### src/rtl/pito_pkg.sv
// Shared definitions for the Pito data-memory router and its neighbours.
//
// Contents:
//   PITO_MMIO_TXDATA - MMIO offset of the UART transmit data register
//   PITO_MMIO_STATUS - MMIO offset of the TX FIFO status register
//   pito_tx_state_e  - encoding of the UART drain state machine
package pito_pkg;

  localparam logic [7:0] PITO_MMIO_TXDATA = 8'h00;
  localparam logic [7:0] PITO_MMIO_STATUS = 8'h04;

  typedef enum logic [1:0] {
    IDLE  = 2'd0,
    SEND  = 2'd1,
    GUARD = 2'd2
  } pito_tx_state_e;

endpackage

### src/rtl/pito_dmem_router_if.sv
// Bundle of every bus signal around the data-memory router.
//
// Groups:
//   core_* - request/grant/rvalid port from rv32_core's dmem interface
//   mem_*  - local port of the shared data SRAM (1-cycle read latency)
//   uart_* - write strobe/data towards pito_uart plus its busy flag
//   tx_overflow - sticky flag raised by dropped MMIO writes
//
// Modports:
//   slave  - the router itself
//   master - the surroundings (core, SRAM, UART), e.g. a testbench
interface pito_dmem_router_if #(
  parameter int DATA_WIDTH = 32
);

  localparam int BE_WIDTH = DATA_WIDTH / 8;

  logic                  core_req;
  logic                  core_we;
  logic [DATA_WIDTH-1:0] core_addr;
  logic [DATA_WIDTH-1:0] core_wdata;
  logic [BE_WIDTH-1:0]   core_be;
  logic                  core_gnt;
  logic                  core_rvalid;
  logic [DATA_WIDTH-1:0] core_rdata;

  logic                  mem_req;
  logic                  mem_we;
  logic [DATA_WIDTH-1:0] mem_addr;
  logic [DATA_WIDTH-1:0] mem_wdata;
  logic [BE_WIDTH-1:0]   mem_be;
  logic [DATA_WIDTH-1:0] mem_rdata;

  logic                  uart_wr;
  logic [7:0]            uart_data;
  logic                  uart_busy;

  logic                  tx_overflow;

  modport slave (
    input  core_req, core_we, core_addr, core_wdata, core_be,
    output core_gnt, core_rvalid, core_rdata,
    output mem_req, mem_we, mem_addr, mem_wdata, mem_be,
    input  mem_rdata,
    output uart_wr, uart_data,
    input  uart_busy,
    output tx_overflow
  );

  modport master (
    output core_req, core_we, core_addr, core_wdata, core_be,
    input  core_gnt, core_rvalid, core_rdata,
    input  mem_req, mem_we, mem_addr, mem_wdata, mem_be,
    output mem_rdata,
    input  uart_wr, uart_data,
    output uart_busy,
    input  tx_overflow
  );

endinterface

### src/rtl/pito_sync_fifo.sv
// Single-clock circular-buffer FIFO.
//
// Ports:
//   clk, rst_n - clock and asynchronous active-low reset (flushes the FIFO)
//   push/wdata - enqueue wdata; ignored while full (even if popping)
//   pop        - dequeue the head; ignored while empty
//   rdata      - current head entry (valid when !empty)
//   full/empty - occupancy flags
//   count      - number of stored entries
//
// DEPTH must be a power of two so the pointers wrap naturally.
module pito_sync_fifo #(
  parameter int WIDTH = 8,
  parameter int DEPTH = 8
) (
  input  logic                         clk,
  input  logic                         rst_n,
  input  logic                         push,
  input  logic [WIDTH-1:0]             wdata,
  input  logic                         pop,
  output logic [WIDTH-1:0]             rdata,
  output logic                         full,
  output logic                         empty,
  output logic [$clog2(DEPTH+1)-1:0]   count
);

  localparam int CNT_W = $clog2(DEPTH + 1);
  localparam int PTR_W = (DEPTH > 1) ? $clog2(DEPTH) : 1;

  logic [WIDTH-1:0] mem_q [DEPTH];
  logic [PTR_W-1:0] wr_ptr_q, wr_ptr_d;
  logic [PTR_W-1:0] rd_ptr_q, rd_ptr_d;
  logic [CNT_W-1:0] count_q, count_d;
  logic             do_push;
  logic             do_pop;

  assign full  = (count_q == CNT_W'(DEPTH));
  assign empty = (count_q == '0);
  assign count = count_q;
  assign rdata = mem_q[rd_ptr_q];

  // A full FIFO refuses the push outright, so a simultaneous pop never
  // makes room within the same cycle.
  always_comb begin
    do_push  = push && !full;
    do_pop   = pop && !empty;
    wr_ptr_d = do_push ? wr_ptr_q + 1'b1 : wr_ptr_q;
    rd_ptr_d = do_pop  ? rd_ptr_q + 1'b1 : rd_ptr_q;
    count_d  = count_q;
    case ({do_push, do_pop})
      2'b10:   count_d = count_q + CNT_W'(1);
      2'b01:   count_d = count_q - CNT_W'(1);
      default: count_d = count_q;
    endcase
  end

  always_ff @(posedge clk or negedge rst_n) begin
    if (!rst_n) begin
      wr_ptr_q <= '0;
      rd_ptr_q <= '0;
      count_q  <= '0;
    end else begin
      wr_ptr_q <= wr_ptr_d;
      rd_ptr_q <= rd_ptr_d;
      count_q  <= count_d;
    end
  end

  // Storage needs no reset: entries are only observed between push and pop.
  always_ff @(posedge clk) begin
    if (do_push) begin
      mem_q[wr_ptr_q] <= wdata;
    end
  end

endmodule

### src/rtl/pito_dmem_router.sv
// Routes the core's data-memory port to the shared SRAM or to MMIO, and
// owns the UART transmit path (TX FIFO plus a pacing drain FSM).
//
// Ports:
//   clk, rst_n - clock and asynchronous active-low reset
//   bus        - pito_dmem_router_if slave modport carrying the core,
//                SRAM and UART signals plus the sticky tx_overflow flag
//
// Address map: addr[MSB]==0 is SRAM, otherwise MMIO at offset addr[7:0]
//   0x00 TXDATA (write pushes wdata[7:0] when be[0]), 0x04 STATUS (read-only),
//   anything else reads 0 and a write there raises tx_overflow.
module pito_dmem_router
  import pito_pkg::*;
#(
  parameter int TX_FIFO_DEPTH = 8,
  parameter int DATA_WIDTH    = 32
) (
  input  logic                  clk,
  input  logic                  rst_n,
  pito_dmem_router_if.slave     bus
);

  localparam int MSB   = DATA_WIDTH - 1;
  localparam int CNT_W = $clog2(TX_FIFO_DEPTH + 1);

  localparam logic [1:0] ST_IDLE  = IDLE;
  localparam logic [1:0] ST_SEND  = SEND;
  localparam logic [1:0] ST_GUARD = GUARD;

  logic [7:0]            mmio_offset;
  logic                  is_mmio;
  logic                  is_txdata;
  logic                  is_status;
  logic                  push_req;
  logic                  push;
  logic                  pop;
  logic                  gnt;
  logic                  fifo_full;
  logic                  fifo_empty;
  logic [CNT_W-1:0]      fifo_count;
  logic [7:0]            fifo_head;
  logic                  uart_wr;
  logic [7:0]            uart_data;

  logic [1:0]            state_q, state_d;
  logic                  rvalid_q, rvalid_d;
  logic                  sel_mem_q, sel_mem_d;
  logic [DATA_WIDTH-1:0] mmio_rdata_q, mmio_rdata_d;
  logic                  tx_overflow_q, tx_overflow_d;

  // Target decode and grant. The only reason to withhold a grant is a
  // TXDATA push while the FIFO is full; the core then holds its request.
  always_comb begin
    mmio_offset = bus.core_addr[7:0];
    is_mmio     = bus.core_addr[MSB];
    is_txdata   = is_mmio && (mmio_offset == PITO_MMIO_TXDATA);
    is_status   = is_mmio && (mmio_offset == PITO_MMIO_STATUS);
    push_req    = bus.core_req && bus.core_we && is_txdata && bus.core_be[0];
    gnt         = bus.core_req && !(push_req && fifo_full);
    push        = push_req && !fifo_full;
  end

  assign bus.core_gnt  = gnt;
  assign bus.mem_req   = bus.core_req && !is_mmio;
  assign bus.mem_we    = bus.core_we;
  assign bus.mem_addr  = bus.core_addr;
  assign bus.mem_wdata = bus.core_wdata;
  assign bus.mem_be    = bus.core_be;

  pito_sync_fifo #(
    .WIDTH (8),
    .DEPTH (TX_FIFO_DEPTH)
  ) u_tx_fifo (
    .clk   (clk),
    .rst_n (rst_n),
    .push  (push),
    .wdata (bus.core_wdata[7:0]),
    .pop   (pop),
    .rdata (fifo_head),
    .full  (fifo_full),
    .empty (fifo_empty),
    .count (fifo_count)
  );

  // Response path: remember whether the next-cycle data comes from the SRAM
  // (granted SRAM reads only) or from the captured MMIO word. Writes of any
  // kind capture zero so they respond with rdata=0.
  always_comb begin
    rvalid_d     = gnt;
    sel_mem_d    = gnt && !is_mmio && !bus.core_we;
    mmio_rdata_d = '0;
    if (gnt && is_status && !bus.core_we) begin
      mmio_rdata_d[0]    = fifo_empty;
      mmio_rdata_d[1]    = fifo_full;
      mmio_rdata_d[15:8] = 8'(fifo_count);
    end
    tx_overflow_d = tx_overflow_q;
    if (gnt && bus.core_we && is_mmio && !is_txdata && !is_status) begin
      tx_overflow_d = 1'b1;
    end
  end

  assign bus.core_rvalid = rvalid_q;
  assign bus.core_rdata  = !rvalid_q ? '0 :
                           (sel_mem_q ? bus.mem_rdata : mmio_rdata_q);
  assign bus.tx_overflow = tx_overflow_q;

  // Drain FSM: one byte per IDLE->SEND->GUARD loop. GUARD gives the UART a
  // cycle to raise busy before IDLE looks at it again.
  always_comb begin
    state_d   = state_q;
    pop       = 1'b0;
    uart_wr   = 1'b0;
    uart_data = '0;
    case (state_q)
      ST_IDLE: begin
        if (!fifo_empty && !bus.uart_busy) begin
          state_d = ST_SEND;
        end
      end
      ST_SEND: begin
        pop       = 1'b1;
        uart_wr   = 1'b1;
        uart_data = fifo_head;
        state_d   = ST_GUARD;
      end
      ST_GUARD: begin
        state_d = ST_IDLE;
      end
      default: begin
        state_d = ST_IDLE;
      end
    endcase
  end

  assign bus.uart_wr   = uart_wr;
  assign bus.uart_data = uart_data;

  always_ff @(posedge clk or negedge rst_n) begin
    if (!rst_n) begin
      state_q       <= ST_IDLE;
      rvalid_q      <= 1'b0;
      sel_mem_q     <= 1'b0;
      mmio_rdata_q  <= '0;
      tx_overflow_q <= 1'b0;
    end else begin
      state_q       <= state_d;
      rvalid_q      <= rvalid_d;
      sel_mem_q     <= sel_mem_d;
      mmio_rdata_q  <= mmio_rdata_d;
      tx_overflow_q <= tx_overflow_d;
    end
  end

endmodule
### src/flat_wrapper.sv
// flat-port wrapper written by rule: the top's interface ports become plain ports
module pito_dmem_router_flat import pito_pkg::*;
#(
  parameter int TX_FIFO_DEPTH = 8,
  parameter int DATA_WIDTH    = 32
)
  (clk, rst_n, bus_core_req, bus_core_we, bus_core_addr, bus_core_wdata, bus_core_be, bus_core_gnt, bus_core_rvalid, bus_core_rdata, bus_mem_req, bus_mem_we, bus_mem_addr, bus_mem_wdata, bus_mem_be, bus_mem_rdata, bus_uart_wr, bus_uart_data, bus_uart_busy, bus_tx_overflow);
  pito_dmem_router_if #(.DATA_WIDTH(DATA_WIDTH)) bus_i ();
  input  logic clk;
  input  logic rst_n;
  input wire logic [$bits(bus_i.core_req)-1:0] bus_core_req;
  input wire logic [$bits(bus_i.core_we)-1:0] bus_core_we;
  input wire logic [$bits(bus_i.core_addr)-1:0] bus_core_addr;
  input wire logic [$bits(bus_i.core_wdata)-1:0] bus_core_wdata;
  input wire logic [$bits(bus_i.core_be)-1:0] bus_core_be;
  output wire logic [$bits(bus_i.core_gnt)-1:0] bus_core_gnt;
  output wire logic [$bits(bus_i.core_rvalid)-1:0] bus_core_rvalid;
  output wire logic [$bits(bus_i.core_rdata)-1:0] bus_core_rdata;
  output wire logic [$bits(bus_i.mem_req)-1:0] bus_mem_req;
  output wire logic [$bits(bus_i.mem_we)-1:0] bus_mem_we;
  output wire logic [$bits(bus_i.mem_addr)-1:0] bus_mem_addr;
  output wire logic [$bits(bus_i.mem_wdata)-1:0] bus_mem_wdata;
  output wire logic [$bits(bus_i.mem_be)-1:0] bus_mem_be;
  input wire logic [$bits(bus_i.mem_rdata)-1:0] bus_mem_rdata;
  output wire logic [$bits(bus_i.uart_wr)-1:0] bus_uart_wr;
  output wire logic [$bits(bus_i.uart_data)-1:0] bus_uart_data;
  input wire logic [$bits(bus_i.uart_busy)-1:0] bus_uart_busy;
  output wire logic [$bits(bus_i.tx_overflow)-1:0] bus_tx_overflow;
  assign bus_i.core_req = bus_core_req;
  assign bus_i.core_we = bus_core_we;
  assign bus_i.core_addr = bus_core_addr;
  assign bus_i.core_wdata = bus_core_wdata;
  assign bus_i.core_be = bus_core_be;
  assign bus_core_gnt = bus_i.core_gnt;
  assign bus_core_rvalid = bus_i.core_rvalid;
  assign bus_core_rdata = bus_i.core_rdata;
  assign bus_mem_req = bus_i.mem_req;
  assign bus_mem_we = bus_i.mem_we;
  assign bus_mem_addr = bus_i.mem_addr;
  assign bus_mem_wdata = bus_i.mem_wdata;
  assign bus_mem_be = bus_i.mem_be;
  assign bus_i.mem_rdata = bus_mem_rdata;
  assign bus_uart_wr = bus_i.uart_wr;
  assign bus_uart_data = bus_i.uart_data;
  assign bus_i.uart_busy = bus_uart_busy;
  assign bus_tx_overflow = bus_i.tx_overflow;
  pito_dmem_router #(.TX_FIFO_DEPTH(TX_FIFO_DEPTH), .DATA_WIDTH(DATA_WIDTH)) u_core (.clk(clk), .rst_n(rst_n), .bus(bus_i));
endmodule
### config.mk
export PLATFORM = sky130hd
export DESIGN_NAME = pito_dmem_router_flat
export DESIGN_NICKNAME = d
export VERILOG_FILES = /design/src/rtl/pito_pkg.sv /design/src/rtl/pito_dmem_router_if.sv /design/src/rtl/pito_sync_fifo.sv /design/src/rtl/pito_dmem_router.sv /design/src/flat_wrapper.sv
export SDC_FILE = /design/constraint.sdc
export NUM_CORES = 1
export LEC_CHECK = 0
export BUFFER_PORTS_ARGS = -buffer_cell sky130_fd_sc_hd__buf_2
export CAP_MARGIN = 20
export CELL_PAD_IN_SITES_DETAIL_PLACEMENT = 1
export CELL_PAD_IN_SITES_GLOBAL_PLACEMENT = 1
export CORE_MARGIN = 2
export CORE_UTILIZATION = 38
export CTS_BUF_LIST = sky130_fd_sc_hd__clkbuf_16
export CTS_CLUSTER_DIAMETER = 200
export DETAILED_ROUTE_END_ITERATION = 10
export PLACE_DENSITY_LB_ADDON = 0.1
export SLEW_MARGIN = 20
export SYNTH_ARGS = -nofsm -noshare
export SYNTH_HDL_FRONTEND = slang
export SYNTH_HIERARCHICAL = 1
export SYNTH_SLANG_ARGS = --single-unit
export TNS_END_PERCENT = 50
### constraint.sdc
create_clock -name clk -period 7.1 [get_ports clk]
set_input_delay 0.355 -clock clk [delete_from_list [all_inputs] [get_ports clk]]
set_output_delay 0.355 -clock clk [all_outputs]
set_load 0.02 [all_outputs]
After elaboration in Yosys (flattened, before gate mapping):

Memory sizes are Yosys's and may differ from the RTL's.
Index checks and enable logic that the tools add are counted.

* multiplexer cells: 11
* add/sub/neg operators: 4
* reductions and logical operators: 32
* eq/ne operators: 6

Operators by type and width (count)
* 32-bit two-way mux: 2
* 1-bit logical AND: 20
* 8-bit by 3-bit equality test with 1-bit output, second input constant: 1
* 1-bit zero test: 8
* 8-bit zero test: 1
* 8-bit two-way mux: 1
* 4-bit one-hot mux with 2 select lines: 1
* 3-bit by 1-bit adder with 3-bit output, second input constant: 2
* 4-bit by 1-bit adder with 4-bit output, second input constant: 1
* 2-bit by 1-bit equality test with 1-bit output, second input constant: 2
* 4-bit equality test, second input constant: 1
* 4-bit zero test: 1
* 2-bit two-way mux: 2
* 4-bit two-way mux: 1
* 2-bit one-hot mux with 2 select lines: 1
* 4-bit by 1-bit subtractor with 4-bit output, second input constant: 1
* 1-bit two-way mux: 3
* 2-bit equality test, second input constant: 1
* 2-bit zero test: 1
* 2-bit by 1-bit != test with 1-bit output, second input constant: 1
* 2-bit nonzero test: 1

* memories: 1
* register bits after elaboration: 25
* word-level logic and storage cells: 62
* output and inout bits: 114
* memory bits (writable): 64

Memory list
* u_core.u_tx_fifo.mem_q: depth 8, bits a word 8, read ports 1, clocked after Yosys merged registers in 0, wr ports 1, line pito_sync_fifo.sv:30 `logic [WIDTH-1:0] mem_q [DEPTH];`

Longest topological paths before layout:

* depth in word-level cells: 11
* gate-level depth with buffers: 9
* mapped depth without buffers: 9

By module:

The synthesis kept the hierarchy.

Modules (own cells, without submodules)
* pito_sync_fifo: area each 3124.2 µm², times used 1, cells an instance 160
* pito_dmem_router: area each 1287.5 µm², times used 1, cells an instance 156

Least setup slack after synthesis:

Ideal clock, no wire load.

* path kind: input-to-reg
* start: input port bus_core_addr[7]
* end: register u_core.u_tx_fifo.count_q[3] (netlist: u_core/u_tx_fifo/count[3])
* slack: 4104 ps
* path buffers: 0
* required time: 6966 ps
* stages on the path: 9
* data arrival time: 2862 ps
* cells stage by stage: nor4_2 nand2_1 nor4_1 nand2_1 ha_1 ha_1 or4b_2 o311ai_0 o211ai_1

* word-level cells in the longest chain between the ends: 8
* elaborated cells between the ends (all ways): 10
* those cells by class: eq/ne: 2; mux: 1; reduce/logical: 7

Ends and longest elaborated chain
* start: declaration: line flat_wrapper.sv:13 `input wire logic [$bits(bus_i.core_addr)-1:0] bus_core_addr;`
* 8-bit zero test (*): line pito_dmem_router.sv:56 `is_txdata = is_mmio && (mmio_offset == PITO_MMIO_TXDATA);`
* 1-bit logical AND (*): line pito_dmem_router.sv:56
* 1-bit logical AND (*) (2 in series): line pito_dmem_router.sv:58 `push_req = bus.core_req && bus.core_we && is_txdata && bus.core_be[0];`
* 1-bit logical AND (*): line pito_dmem_router.sv:60 `push = push_req && !fifo_full;`
* net u_core.push: line pito_dmem_router.sv:35 `logic push;`
* 1-bit logical AND (*): line pito_sync_fifo.sv:45 `do_push = push && !full;`
* 2-bit by 1-bit equality test with 1-bit output / 2-bit equality test (equally long branches): line pito_sync_fifo.sv:50 `case ({do_push, do_pop})`
* 4-bit one-hot mux with 2 select lines / 2-bit nonzero test (equally long branches)
* end signal: assignment: line pito_sync_fifo.sv:65 `count_q <= count_d;`
* end: declaration: line pito_sync_fifo.sv:33 `logic [CNT_W-1:0] count_q, count_d;`

The timed path passes the listed nets; every way through them passes the cells marked *.
A chain may end at the register's enable or synchronous reset.

Worst setup path after layout:

* start: register u_core.u_tx_fifo.count_q[3] (netlist: u_core/u_tx_fifo/count[3])
* end: register u_core.u_tx_fifo.count_q[3] (netlist: u_core/u_tx_fifo/count[3])

* word-level cells in the longest chain between the ends: 6
* elaborated cells between the ends (all ways): 13
* those cells by class: add/sub: 2; eq/ne: 3; mux: 1; reduce/logical: 7

Ends and longest elaborated chain
* 4-bit equality test (*): line pito_sync_fifo.sv:37 `assign full = (count_q == CNT_W'(DEPTH));`
* net u_core.fifo_full: line pito_dmem_router.sv:38 `logic fifo_full;`
* 1-bit zero test (*): line pito_dmem_router.sv:60
* 1-bit logical AND (*): line pito_dmem_router.sv:60
* net u_core.push: line pito_dmem_router.sv:35
* 1-bit logical AND (*): line pito_sync_fifo.sv:45
* 2-bit by 1-bit equality test with 1-bit output / 2-bit equality test (equally long branches): line pito_sync_fifo.sv:50
* 4-bit one-hot mux with 2 select lines / 2-bit nonzero test (equally long branches)

Marked as above.

==> parameters.txt <==
Parameter                              Value

Detailed routing
  Average vias per placed instance    5.19
  Detailed Routing Iterations Pass 1    4
  DR DRC count    0
  Post-route ant nets    0
  Number of violations reported at the end of detailed-routing iteration 0    153
  Routed WL per cell    23.5 µm
  Total wire length    12.1 mm
  Routed vias    2663

Layout
  Area growth from synthesis to final layout    11.1%
  Nets    474
  Design Area, Final    4900 µm²
  Share of layout cells above drive strength 1    0.406

STA
  Number of failing setup endpoints in the final timing report    0
  Worst Tran Pin Value    1.09 ns
  Min Clock Period, post-route    3.29 ns
  Count of final max-slew check failures    0
  Setup repair after global routing missed its margin    no
  Period Utilization, post-route    0.463
  Final worst slack    3.81 ns
  Final setup TNS    0 ns
  Final worst clock skew    0.00804 ns
  Slew headroom    0.271
  FMAX    304 MHz
  Total count of hold-check failures in the final report    0

Placement
  DP Wirelength    9.36 mm
  # port buffers    118
  Placer's final routability congestion estimate    0.844
  Placed Instance Area    4590 µm²
  Worst setup slack after placement    3.56 ns

Synth
  Unique cell type count in the Yosys netlist    40
  Complex-gate fraction of the synthesized area    0.0159
  Avg Cell Area, Syn    14.0 µm²
  Leading cell types by count after synthesis    sky130_fd_sc_hd__buf_4, sky130_fd_sc_hd__edfxtp_1, sky130_fd_sc_hd__and3_1
  Mux cell area share after synthesis    0.137
  Gate Count Post-Synth    316
  Most used standard cell by instance count after synthesis    sky130_fd_sc_hd__buf_4
  Cell Area, Synth    4410 µm²
  Simple-gate area share of the yosys netlist    0.120
  Ys flop type    sky130_fd_sc_hd__edfxtp_1
  Largest cells by area after synthesis    sky130_fd_sc_hd__edfxtp_1, sky130_fd_sc_hd__buf_4, sky130_fd_sc_hd__dfrtp_1
  Fraction of post-synthesis cell area in the top cell type by area    0.436
  Adder and majority cell fraction of the synthesized area    0.0187
  Async set-reset flop share out of synthesis    0.247
  Number of enable-type register cells in the synthesized netlist    64
  Flip-flop and latch count after synthesis    85
  Combinational family with the most area after synthesis    buffers and inverters
  Sequential area share after synthesis    0.555
  Net Count, Synth    427
  Cell taking the most area after synthesis    sky130_fd_sc_hd__edfxtp_1
  Share of the synthesized netlist area taken by xor and xnor gates    0.0119
  Synthesis Warnings    6

CTS
  Hold-fix buffers at CTS    1
  Maximum clock path buffer count    2
  Clock latency on the worst-skew pair    0.33 ns
  Buffer cell driving the clock tree root    sky130_fd_sc_hd__clkbuf_16
  Num Clock Sinks    85
  Num CTS Buffers    9
  Gates resized, CTS repair    0
  Post-CTS setup repair buffer count    0
  Clock-pin slew reported for the worst setup and hold paths after clock tree synthesis    0.06 ns
  Clock tree from TritonCTS    yes
  H-tree depth    3

Critical path
  Setup crit start kind    flop
  Required time at the worst-slack endpoint    7.30 ns
  Data arrival time at the worst-slack endpoint    3.49 ns
  Critical Path Sink Type    flop
  Classification of the worst setup path    flop to flop
  Critical path peak fanout    9

Floorplanning
  Vertical die dimension    112 µm
  X dimension of the die    112 µm
  Effective utilization at floorplan    0.388
  Core region area    11400 µm²
  Total number of placement rows    39
  # IOs    219
  Die Outline Area    12500 µm²

Power and ir drop
  Share of power burned in the clock network    0.314
  Switching share of power    0.302
  P_sw    0.000448 W
  Comb pwr share    0.249
  Lkg Pwr    2.14 nW
  Proportion of power drawn by flip-flops and latches    0.437
  Internal power component    0.00104 W
  Maximum VDD drop    144 µV
  Cell Pwr Density    303 nW/µm²

Outcome
  Run status    finished, final reports clean

Job
  Count of maximum capacitance violations    0

Global route
  Vias in the first global route    2790
  Global-route wire length before repair    17.3 mm
  Grt met3 use    0.0876
  Global-route layer with the greatest usage    met2
  Met2 Resource Use GR    0.296
  Maximum number of pins on one net before global-route repair    34
  GRT Residual Overflow    0
  Total track usage    0.192
  Initial antenna violation count    3
  GR Util met1    0.219

Hold path
  Min-delay worst type    primary input to flop
-- state kept, by name, indices dropped and copies added, names as in the netlist --
| name | flops |
|---|---|
| u_core/u_tx_fifo/wr_ptr_q | 3 |
| u_core/u_tx_fifo/rd_ptr_q | 3 |
| u_core/u_tx_fifo/mem_q | 64 |
| u_core/u_tx_fifo/count | 4 |
| u_core/state_q | 2 |
| u_core/bus.core_rvalid | 1 |
| u_core/sel_mem_q | 1 |
| u_core/bus.tx_overflow | 1 |
| u_core/mmio_rdata_q | 6 |
-- final cells by class --
| class | count | area [µm²] |
|---|---|---|
| sequential | 85 | 2450 |
| multi-input combinational | 142 | 1350 |
| inverter | 6 | 22.5 |
| tap | 143 | 179 |
| clock inverter | 6 | 72.6 |
| fill | 1224 | 6470 |
| clock buffer | 9 | 225 |
| antenna | 3 | 7.51 |
| timing repair buffer | 119 | 601 |
-- critical path, stage by stage (launching register included) --
cell and delay [ns]:
sky130_fd_sc_hd__dfrtp_1 0.45, sky130_fd_sc_hd__or4b_4 0.26, sky130_fd_sc_hd__inv_1 0.06, sky130_fd_sc_hd__nor4_1 0.53, sky130_fd_sc_hd__nand2_1 0.22, sky130_fd_sc_hd__ha_1 0.36
sky130_fd_sc_hd__ha_1 0.38, sky130_fd_sc_hd__or4b_2 0.67, sky130_fd_sc_hd__o311ai_0 0.12, sky130_fd_sc_hd__o211ai_1 0.12
-- worst paths after layout --
check                                                      start                                        to  slack [ns]  depth (start not counted)
hold reg to reg                    u_core/state_q[0]$_DFFE_PN0P_             u_core/state_q[0]$_DFFE_PN0P_        0.45                          1
setup reg to reg           u_core/u_tx_fifo/count[3]$_DFFE_PN0P_     u_core/u_tx_fifo/count[3]$_DFFE_PN0P_        3.81                          9
max in group asynchronous                                  rst_n  u_core/u_tx_fifo/rd_ptr_q[1]$_DFFE_PN0P_        6.26                          2
hold / removal                                     bus_uart_busy             u_core/state_q[0]$_DFFE_PN0P_        0.19                          2
setup / recovery           u_core/u_tx_fifo/count[3]$_DFFE_PN0P_     u_core/u_tx_fifo/count[3]$_DFFE_PN0P_        3.81                          9
min in group asynchronous                                  rst_n          u_core/mmio_rdata_q[9]$_DFF_PN0_        0.51                          2
-- per-layer routing --
| layer | wire, µm | share of wire | vias to the layer above |
|---|---|---|---|
| met4 | 496 | 0.041 | 2 |
| met5 | 75 | 0.0062 | - |
| met1 | 4650 | 0.38 | 1309 |
| met3 | 1260 | 0.10 | 34 |
| met2 | 5590 | 0.46 | 124 |
| li1 | - | - | 1194 |
-- logic make-up after synthesis --
kind of cell / Yosys count
xor gates and xnor gates: 6
muxes: 33
adders and majority gates: 6
AOI/OAI and AO/OA: 9
buffers and inverters: 89
DFF: 85
and+or+nand+nor: 88
-- placed cells by master (no fill, tap or decap), drive strengths merged, types with 2 or more instances in the layout --
cell and instances:
nor3b 3, mux2i 7, buf 118, clkinvlp 3
xnor2 5, dfrtp 21, mux2 10, edfxtp 64
nor3 3, nor2 6, nand3 4, nand2b 2
clkbuf 9, and3 32, diode 3, nand2 10
nor2b 11, inv 8, or4b 2, a21oi 2
and2 8, mux4 16, nand3b 2, nor4 4
ha 5
-- stage by stage --
step,hold WS [ns],instances,total power [W],util
after floorplan,0.0594,316,0.000978,-
after global placement,0.349,494,0.00103,0.403
after detailed placement,0.343,494,0.00104,0.403
after CTS,0.185,510,0.00150,0.431
after global routing,0.187,513,0.00156,0.431
final,0.193,513,0.00148,0.431
-- power by group through the flow --
stage                     sequential (W)  combinational (W)  clock, W
after floorplan                 0.000593           0.000385         0
after global placement          0.000658           0.000370         0
after detailed placement        0.000661           0.000375         0
after CTS                       0.000650           0.000376  0.000476
after global routing            0.000657           0.000406  0.000493
final                           0.000648           0.000369  0.000466
No activity file was read; power rests on OpenSTA's default activity.
